===== src/rtl/if_fetch_unit_pkg.sv =====
// Shared pipeline definitions for the instruction fetch stage.
// Holds the fetch FSM encoding, the special instruction words and the redirect payload.
package if_fetch_unit_pkg;

  localparam int unsigned XLEN = 32;

  localparam logic [XLEN-1:0] NOP_WORD          = 32'h0000_0000;
  localparam logic [XLEN-1:0] HALT_WORD_DEFAULT = 32'hFFFF_FFFF;

  typedef enum logic [2:0] {
    ST_RST   = 3'd0,
    ST_ISSUE = 3'd1,
    ST_WAIT  = 3'd2,
    ST_HOLD  = 3'd3,
    ST_HALT  = 3'd4
  } fetch_state_e;

  typedef struct packed {
    logic            taken;
    logic [XLEN-1:0] target;
  } redirect_t;

  // Clear the byte offset so every fetch address is word aligned.
  function automatic logic [XLEN-1:0] word_align(input logic [XLEN-1:0] addr);
    return addr & ~XLEN'(3);
  endfunction

endpackage


===== src/rtl/if_fetch_unit_redirect_sel.sv =====
// Picks the winning control-flow redirect (JR over BRANCH over JUMP).
// Purely combinational; the target is returned word aligned.
module fetch_redirect_sel
  import if_fetch_unit_pkg::*;
(
  input  logic            jr_taken,
  input  logic [XLEN-1:0] jr_target,
  input  logic            branch_taken,
  input  logic [XLEN-1:0] branch_target,
  input  logic            jump_taken,
  input  logic [XLEN-1:0] jump_target,
  output redirect_t       redirect_c
);

  always_comb begin
    redirect_c = '0;
    if (jr_taken) begin
      redirect_c.taken  = 1'b1;
      redirect_c.target = word_align(jr_target);
    end else if (branch_taken) begin
      redirect_c.taken  = 1'b1;
      redirect_c.target = word_align(branch_target);
    end else if (jump_taken) begin
      redirect_c.taken  = 1'b1;
      redirect_c.target = word_align(jump_target);
    end
  end

endmodule


===== src/rtl/if_fetch_unit.sv =====
// Instruction fetch stage: one outstanding memory read, stall hold buffer,
// redirect handling with stale-response discard, and halt detection.
module if_fetch_unit
  import if_fetch_unit_pkg::*;
#(
  parameter logic [XLEN-1:0] RESET_PC  = 32'h0000_0000,
  parameter logic [XLEN-1:0] HALT_WORD = HALT_WORD_DEFAULT
) (
  input  logic            CLOCK,
  input  logic            RESET_N,
  input  logic            PCWrite,
  input  logic            JR_TAKEN,
  input  logic [XLEN-1:0] JR_TARGET,
  input  logic            BRANCH_TAKEN,
  input  logic [XLEN-1:0] BRANCH_TARGET,
  input  logic            JUMP_TAKEN,
  input  logic [XLEN-1:0] JUMP_TARGET,
  output logic            IMEM_REQ,
  output logic [XLEN-1:0] IMEM_ADDR,
  input  logic            IMEM_VALID,
  input  logic [XLEN-1:0] IMEM_RDATA,
  output logic [XLEN-1:0] INSTR_F,
  output logic [XLEN-1:0] PCplus4F,
  output logic            HALTED
);

  fetch_state_e    state;
  logic [XLEN-1:0] pc;
  logic [XLEN-1:0] hold_word;
  logic            discard;
  redirect_t       redirect_c;

  fetch_redirect_sel u_redirect_sel (
    .jr_taken      (JR_TAKEN),
    .jr_target     (JR_TARGET),
    .branch_taken  (BRANCH_TAKEN),
    .branch_target (BRANCH_TARGET),
    .jump_taken    (JUMP_TAKEN),
    .jump_target   (JUMP_TARGET),
    .redirect_c    (redirect_c)
  );

  // INSTR_F and IMEM_REQ are single-cycle pulses: they fall back to idle unless set below.
  always_ff @(posedge CLOCK or negedge RESET_N) begin
    if (!RESET_N) begin
      state     <= ST_RST;
      pc        <= RESET_PC;
      hold_word <= NOP_WORD;
      discard   <= 1'b0;
      IMEM_REQ  <= 1'b0;
      IMEM_ADDR <= '0;
      INSTR_F   <= NOP_WORD;
      PCplus4F  <= '0;
      HALTED    <= 1'b0;
    end else begin
      IMEM_REQ <= 1'b0;
      INSTR_F  <= NOP_WORD;
      case (state)
        ST_RST: state <= ST_ISSUE;

        // A request is launched only once any abandoned response has drained.
        ST_ISSUE: begin
          if (discard && IMEM_VALID) discard <= 1'b0;
          if (redirect_c.taken) begin
            pc <= redirect_c.target;
          end else if (!discard) begin
            IMEM_REQ  <= 1'b1;
            IMEM_ADDR <= pc;
            state     <= ST_WAIT;
          end
        end

        ST_WAIT: begin
          if (redirect_c.taken) begin
            pc        <= redirect_c.target;
            hold_word <= NOP_WORD;
            discard   <= !IMEM_VALID;
            state     <= ST_ISSUE;
          end else if (IMEM_VALID) begin
            if (IMEM_RDATA == HALT_WORD) begin
              HALTED <= 1'b1;
              state  <= ST_HALT;
            end else if (PCWrite) begin
              INSTR_F  <= IMEM_RDATA;
              PCplus4F <= pc + XLEN'(4);
              pc       <= pc + XLEN'(4);
              state    <= ST_ISSUE;
            end else begin
              hold_word <= IMEM_RDATA;
              state     <= ST_HOLD;
            end
          end
        end

        ST_HOLD: begin
          if (redirect_c.taken) begin
            pc        <= redirect_c.target;
            hold_word <= NOP_WORD;
            state     <= ST_ISSUE;
          end else if (PCWrite) begin
            INSTR_F   <= hold_word;
            PCplus4F  <= pc + XLEN'(4);
            pc        <= pc + XLEN'(4);
            hold_word <= NOP_WORD;
            state     <= ST_ISSUE;
          end
        end

        ST_HALT: state <= ST_HALT;

        default: state <= ST_RST;
      endcase
    end
  end

endmodule


===== config.mk =====
export PLATFORM = sky130hd
export DESIGN_NAME = if_fetch_unit
export DESIGN_NICKNAME = d
export VERILOG_FILES = /design/src/rtl/if_fetch_unit_pkg.sv /design/src/rtl/if_fetch_unit_redirect_sel.sv /design/src/rtl/if_fetch_unit.sv
export SDC_FILE = /design/constraint.sdc
export NUM_CORES = 1
export LEC_CHECK = 0
export BUFFER_PORTS_ARGS = -buffer_cell sky130_fd_sc_hd__buf_2
export CORE_MARGIN = 4
export CORE_UTILIZATION = 49
export DETAILED_ROUTE_END_ITERATION = 8
export GPL_TIMING_DRIVEN = 0
export PLACE_DENSITY = 0.76
export SLEW_MARGIN = 20
export SYNTH_ARGS = -nofsm -noshare
export SYNTH_HDL_FRONTEND = slang
export SYNTH_HIERARCHICAL = 1
export SYNTH_SLANG_ARGS = --single-unit

===== constraint.sdc =====
create_clock -name CLOCK -period 2.45 [get_ports CLOCK]
set_input_delay 0.245 -clock CLOCK [delete_from_list [all_inputs] [get_ports CLOCK]]
set_output_delay 0.245 -clock CLOCK [all_outputs]
set_load 0.01 [all_outputs]

==> out/metrics.yaml, run 1 <==
status:
  status: "finished, final reports clean"
timing:
  finalSetupTns_ns: 0
  layout_setup_ws_ns: 0.0280
  holdWs_ns: 0.0553
  final.period_utilization: 0.989
  max_freq_mhz: 413
  worst_slew_pin_slew_ns: 0.717
  finalMaxSlewViolations: 0
  slew_headroom: 0.518
  rsz0062_at_grt: "no"
  setup_viol_count_final: 0
  finalClockSkew_ns: 0.0123
  hold_violations: 0
  min_period_ns: 2.42
power_and_ir_drop:
  vdd_drop_max_mv: 0.477
  powerDensity_nw_per_um2: 731
  p_leak_nw: 4.87
logic_synthesis:
  synth_compound_area_frac: 0.211
  ys_seq_elements: 166
  synth.area.mux_share: 0.0463
  netlist.area_leader.share: 0.504
  synth_edf_count: 0
  synth_top_family_by_area: "compound AO/OA/AOI/OAI gates"
  synthAdderAreaFrac: 0.00152
  yosys_warnings: 6
  ys_types: 62
  yosys.area.top_type: "dfrtp_1"
  synth-simple-area-share: 0.152
  yosys-top-cells-count: "dfrtp_1 (166), a21oi_1 (115), a22o_1 (64)"
  synth.yosys.seq_area_share: 0.504
  synth_area_leaders: "dfrtp_1 (50%), a21oi_1 (7.0%), a22o_1 (6.8%)"
  synth_ff_type: "dfrtp_1"
  synthArstFlopShare: 1.00
  synth_area_sq_um: 8230
  synthXorXnorAreaFrac: 0.0298
  post-synth-top-count-cell: "dfrtp_1"
  synth_cells: 792
  syn_avg_cell_area_sq_um: 10.4
cells_and_area:
  antenna_cells: 0
  final_area_sq_um: 10300
  drive_gt1_frac: 0.351
  utilization: 0.624
  syn2layout_area_growth_pct: 25.2
  nets: 1176
critical_path:
  startpoint_type: "primary input"
  endpoint_kind: "register"
  path_class: "primary input to register"
  crit_fanout: 10
  required_ns: 2.76
  worstPathArrival_ns: 2.73
  ff2ff_path_depth: 6
floorplanning:
  die-width_um: 138
  initial_core_util: 0.498
  rows: 47
  die_y_um: 138
  die-area_sq_um: 18900
  num_io_pins: 233
  coreArea_sq_um: 16500
placement:
  gp_congestion: 0.884
  preCtsSetupSlack_ns: -0.411
  port_buffers: 223
  place_area_sq_um: 9680
  hpwl_um: 18400
clock_network:
  numCtsBuffers: 17
  clk_pin_slew_ns: 0.07
  cts_htree_levels: 4
  clk_path_buf_depth: 2
  clkSinkCount: 166
  cts_tree: "built"
  ctsRootBufferMaster: "clkbuf_16"
  clk_latency_ns: 0.43
detailed_routing:
  firstDrtPassIters: 5
  wl_um: 24800
  drtIter0Drc: 622
  num_vias: 7238
  drt-wirelength-per-cell_um: 19.5
  vias_per_cell: 5.69
  antenna_left: 0
  drc: 0
worst_hold_path:
  hold_class: "primary input to register"
  hold_depth: 2
global_routing:
  grt_max_degree: 88
  grt_pass1_vias: 7116
  track_usage: 0.258
  grt_pass1_wl_um: 37600
  grt_remaining_overflow: 0
  antenna_found_initial: 0
flow_run:
  drv_cap: 0
layout by cell type, fill, tap and decap left out, drive strengths merged, types with 7 or more instances in the layout:
master     n
nor2      60
mux2      33
inv       15
nor4       7
nand3     12
nor3       9
nand2     36
a21oi    115
clkbuf    45
xor2      11
nand4     17
o21ai     20
nand3b    30
o22ai     12
dfrtp    166
a2bb2oi   11
o22a       9
a22o      64
a31oi     13
buf      271
xnor2     17
nor2b     30
sequential cells by signal (all words and copies together) (netlist names), 3 cells and up:
register / flops
PCplus4F: 32
INSTR_F: 32
hold_word: 32
IMEM_ADDR: 32
state: 3
pc: 32
layout make-up:
cell class	count	area (sq um)
multi-input cells	545	3670
plain buffers	70	413
clock inverters	12	121
repair buffers	228	1190
fillers	1377	6220
well taps	220	275
clock buffers	20	447
flip-flops and latches	166	4150
inverters	12	45.0
cell families (layout without fill, tap and decap cells):
family	after synthesis	count (layout)
DFF	166	166
adders and majority gates	1	1
and+or+nand+nor	217	217
AOI/OAI and AO/OA	263	263
muxes	34	34
buffers and inverters	82	342
xor gates and xnor gates	28	28
other	1	2
report_power, final:
part	internal (mW)	switching (mW)	leakage, nW
Clock	1.44	1.14	0.269
Combinational	0.715	0.848	2.49
Sequential	3.12	0.273	2.11
worst paths after layout:
path	slack, ns	endpoint	from
max in group asynchronous	1.24	PCplus4F[1]	RESET_N
max reg2reg	0.12	pc[14]	pc[2]
max	0.03	PCplus4F[3]	JUMP_TAKEN
min	0.06	INSTR_F[18]	IMEM_RDATA[18]
min in group asynchronous	0.37	PCplus4F[21]	RESET_N
min reg2reg	0.48	HALTED	HALTED
worst max-delay path, cell delays in order:
cell and delay (ns):
buf_2 0.12, or3_1 0.42, buf_2 0.20, or3b_2 0.49, buf_2 0.23, a311oi_4 0.29
buf_4 0.20, buf_6 0.17, mux2_2 0.34
layer usage:
layer,vias to the layer above,track usage,wire (um)
met4,0,0.0732,390
met1,3519,0.322,9870
li1,3383,-,-
met5,-,0,0
met2,305,0.434,12000
met3,31,0.0793,2550
what timing repair did:
| item | CTS | global route |
|---|---|---|
| resized for setup | 1 | 16 |
| setup endpoints to repair | 1 | 58 |
| pin swaps | 0 | 1 |
| hold buffers | 1 | 0 |
| buffers inserted | 0 | 3 |
| hold endpoints to repair | 79 | 0 |
metrics by stage:
stage	instances	power, mW
floorplan	793	4.24
global placement	1236	4.96
detailed placement	1237	5.01
CTS	1270	7.59
global route	1273	7.89
finish	1273	7.54
(Power assumes the default switching activity.)
==> inputs of run 2 (changes only) <==
- GPL_ROUTABILITY_DRIVEN: unset -> 0
- RECOVER_POWER: unset -> 100
==> run 2 against run 1 <==
The flow now finishes with violations (capacitance limit, slew limit). Clock-buffer cell count unchanged. Worst hold slack better by 0.0012 ns. Fmax up 0.24%. Core utilization down 0.92 points. Critical path depth unchanged. Worst setup slack better by 0.0059 ns. Flip-flop and latch count unchanged. Total power down 0.98%. Clock power about the same. Highest routed layer unchanged. Largest cell class unchanged.
==> out/metrics.yaml, run 2 (synthesized netlist as in run 1, its figures left out) <==
status:
  status: "finished, violations left"  # was finished, final reports clean
  violations: "capacitance limit, slew limit"
clock_network:
  cts_htree_levels: 4  # unchanged
  ctsRootBufferMaster: "clkbuf_16"  # unchanged
  clkSinkCount: 166  # unchanged
  clk_pin_slew_ns: 0.07  # about the same
  numCtsBuffers: 17  # unchanged
  clk_path_buf_depth: 2  # unchanged
  clk_latency_ns: 0.43  # about the same
  cts_tree: "built"  # unchanged
global_routing:
  track_usage: 0.258  # unchanged
  met2_usage: 0.434  # unchanged
  grt_pass1_vias: 7116  # unchanged
  grt_remaining_overflow: 0  # unchanged
  grtUsageMet3: 0.0793  # unchanged
  top_usage_layer: "met2"  # unchanged
  antenna_found_initial: 0  # unchanged
  use_met1: 0.322  # unchanged
  grt_pass1_wl_um: 37600  # unchanged
  grt_max_degree: 88  # unchanged
placement:
  port_buffers: 223  # unchanged
  dp_cells: 1237  # unchanged
  hpwl_um: 18400  # unchanged
  place_area_sq_um: 9680  # unchanged
critical_path:
  path_common_cell: "buf_2"  # unchanged
  startpoint_type: "primary input"  # unchanged
  worstPathArrival_ns: 2.72  # was 2.73 ns
  path_class: "primary input to register"  # unchanged
  endpoint_kind: "register"  # unchanged
  required_ns: 2.76  # about the same
  worstPathCellList: "buf_2, or3_1, buf_2, or3b_2, buf_2, a311oi_4, buf_4, buf_6, mux2_2"  # unchanged
  crit_fanout: 10  # unchanged
  crit_path_max_incr_delay_ns: 0.49  # about the same
  critPathSlowestCell: "or3b_2"  # unchanged
floorplanning:
  coreArea_sq_um: 16500  # unchanged
  die-area_sq_um: 18900  # unchanged
  num_io_pins: 233  # unchanged
  die-width_um: 138  # unchanged
  initial_core_util: 0.498  # unchanged
  rows: 47  # unchanged
  die_y_um: 138  # unchanged
detailed_routing:
  drt-wirelength-per-cell_um: 19.4  # was 19.5 um
  vias_per_cell: 5.70  # was 5.69
  drtIter0Drc: 584  # was 622
  num_vias: 7256  # was 7238
  firstDrtPassIters: 7  # was 5
  wl_um: 24700  # was 24800 um
  drc: 0  # unchanged
  antenna_left: 0  # unchanged
power_and_ir_drop:
  powerDensity_nw_per_um2: 735  # was 731 nW/um^2
  p_leak_nw: 4.50  # was 4.87 nW
  vdd_drop_max_mv: 0.476  # was 0.477 mV
  p_total_mw: 7.46  # was 7.54 mW
cells_and_area:
  antenna_cells: 0  # unchanged
  multiInputGateArea_sq_um: 3660  # was 3670 sq um
  syn2layout_area_growth_pct: 23.3  # was 25.2%
  nFillCells: 1425  # was 1377
  instances_no_fill: 1273  # unchanged
  final_cell_mix: "dfrtp_1 (166), buf_2 (143), clkbuf_1 (116)"  # was buf_2 (251), dfrtp_1 (166), a21oi_1 (115)
  final_area_sq_um: 10200  # was 10300 sq um
  mostFrequentLayoutCell: "dfrtp_1"  # was buf_2
  drive_gt1_frac: 0.256  # was 0.351
  nets: 1176  # unchanged
  regArea_sq_um: 4150  # unchanged
timing:
  min_period_ns: 2.42  # about the same
  holdWs_ns: 0.0565  # was 0.0553 ns
  finalClockSkew_ns: 0.0122  # was 0.0123 ns
  rsz0062_at_grt: "no"  # unchanged
  max_freq_mhz: 414  # was 413 MHz
  hold_violations: 0  # unchanged
  setup_viol_count_final: 0  # unchanged
  final.period_utilization: 0.986  # was 0.989
  worst_slew_pin_slew_ns: 1.78  # was 0.717 ns
  finalMaxSlewViolations: 80  # was 0
  slew_headroom: -0.184  # was 0.518
flow_run:
  drv_cap: 1  # was 0
worst_hold_path:
  hold_class: "primary input to register"  # unchanged
==> run 2: metrics by stage <==
stage	worst slack (ns)	TNS, ns	utilization
after floorplan	0.0185	0	-
after global placement	-1.42	-268.79	0.583
after detailed placement	-0.411	-36.71	0.586
after CTS	0.00918	0	0.621
after global routing	0.00495	0	0.615
final	0.0339	0	0.615
==> run 2: area by class of cell <==
class / count / share of cell area
Sequential cell: 166 / 0.409
Multi-Input combinational cell: 545 / 0.360
Timing Repair Buffer: 228 / 0.103
Clock buffer: 20 / 0.0440
Buffer: 70 / 0.0407
Tap cell: 220 / 0.0271
Clock inverter: 12 / 0.0120
Inverter: 12 / 0.00444
==> run 2: timing repair <==
action                                  in CTS  in global routing
hold buffers                                 1                  0
setup buffers                                0                  3
endpoints found under the setup margin       1                 58
endpoints found under the hold margin       79                  0
gates resized for setup                      1                 16
pin swaps                                    0                  1
==> run 2: per-layer routing <==
layer | part of all wire | vias to the layer above
li1 | - | 3374
met2 | 0.48 | 314
met3 | 0.10 | 35
met1 | 0.39 | 3533
met4 | 0.017 | 0
met5 | 0 | -
==> run 2: path summary, 6_finish.rpt <==
kind                       depth (start not counted)  slack [ns]      startpoint      endpoint
max reg2reg                                        6        0.12           pc[2]        pc[14]
min in group asynchronous                          2        0.82         RESET_N  PCplus4F[21]
min                                                2        0.06  IMEM_RDATA[18]   INSTR_F[18]
min reg2reg                                        1        0.48          HALTED        HALTED
max in group asynchronous                          3        0.40         RESET_N   PCplus4F[1]
max                                                9        0.03      JUMP_TAKEN   PCplus4F[3]
==> run 2: report_power, final <==
part | internal (mW) | total [mW] | leakage, nW | switching (mW)
Clock | 1.44 | 2.59 | 0.269 | 1.15
Combinational | 0.628 | 1.48 | 2.12 | 0.848
Sequential | 3.12 | 3.40 | 2.11 | 0.280
Total | 5.19 | 7.46 | 4.50 | 2.27
==> run 2: worst max-delay path, delay by kind of cell <==
family | cells | cell delay [ns]
AOI/OAI and AO/OA | 1 | 0.29
buffers and inverters | 5 | 0.92
muxes | 1 | 0.34
and+or+nand+nor | 2 | 0.91
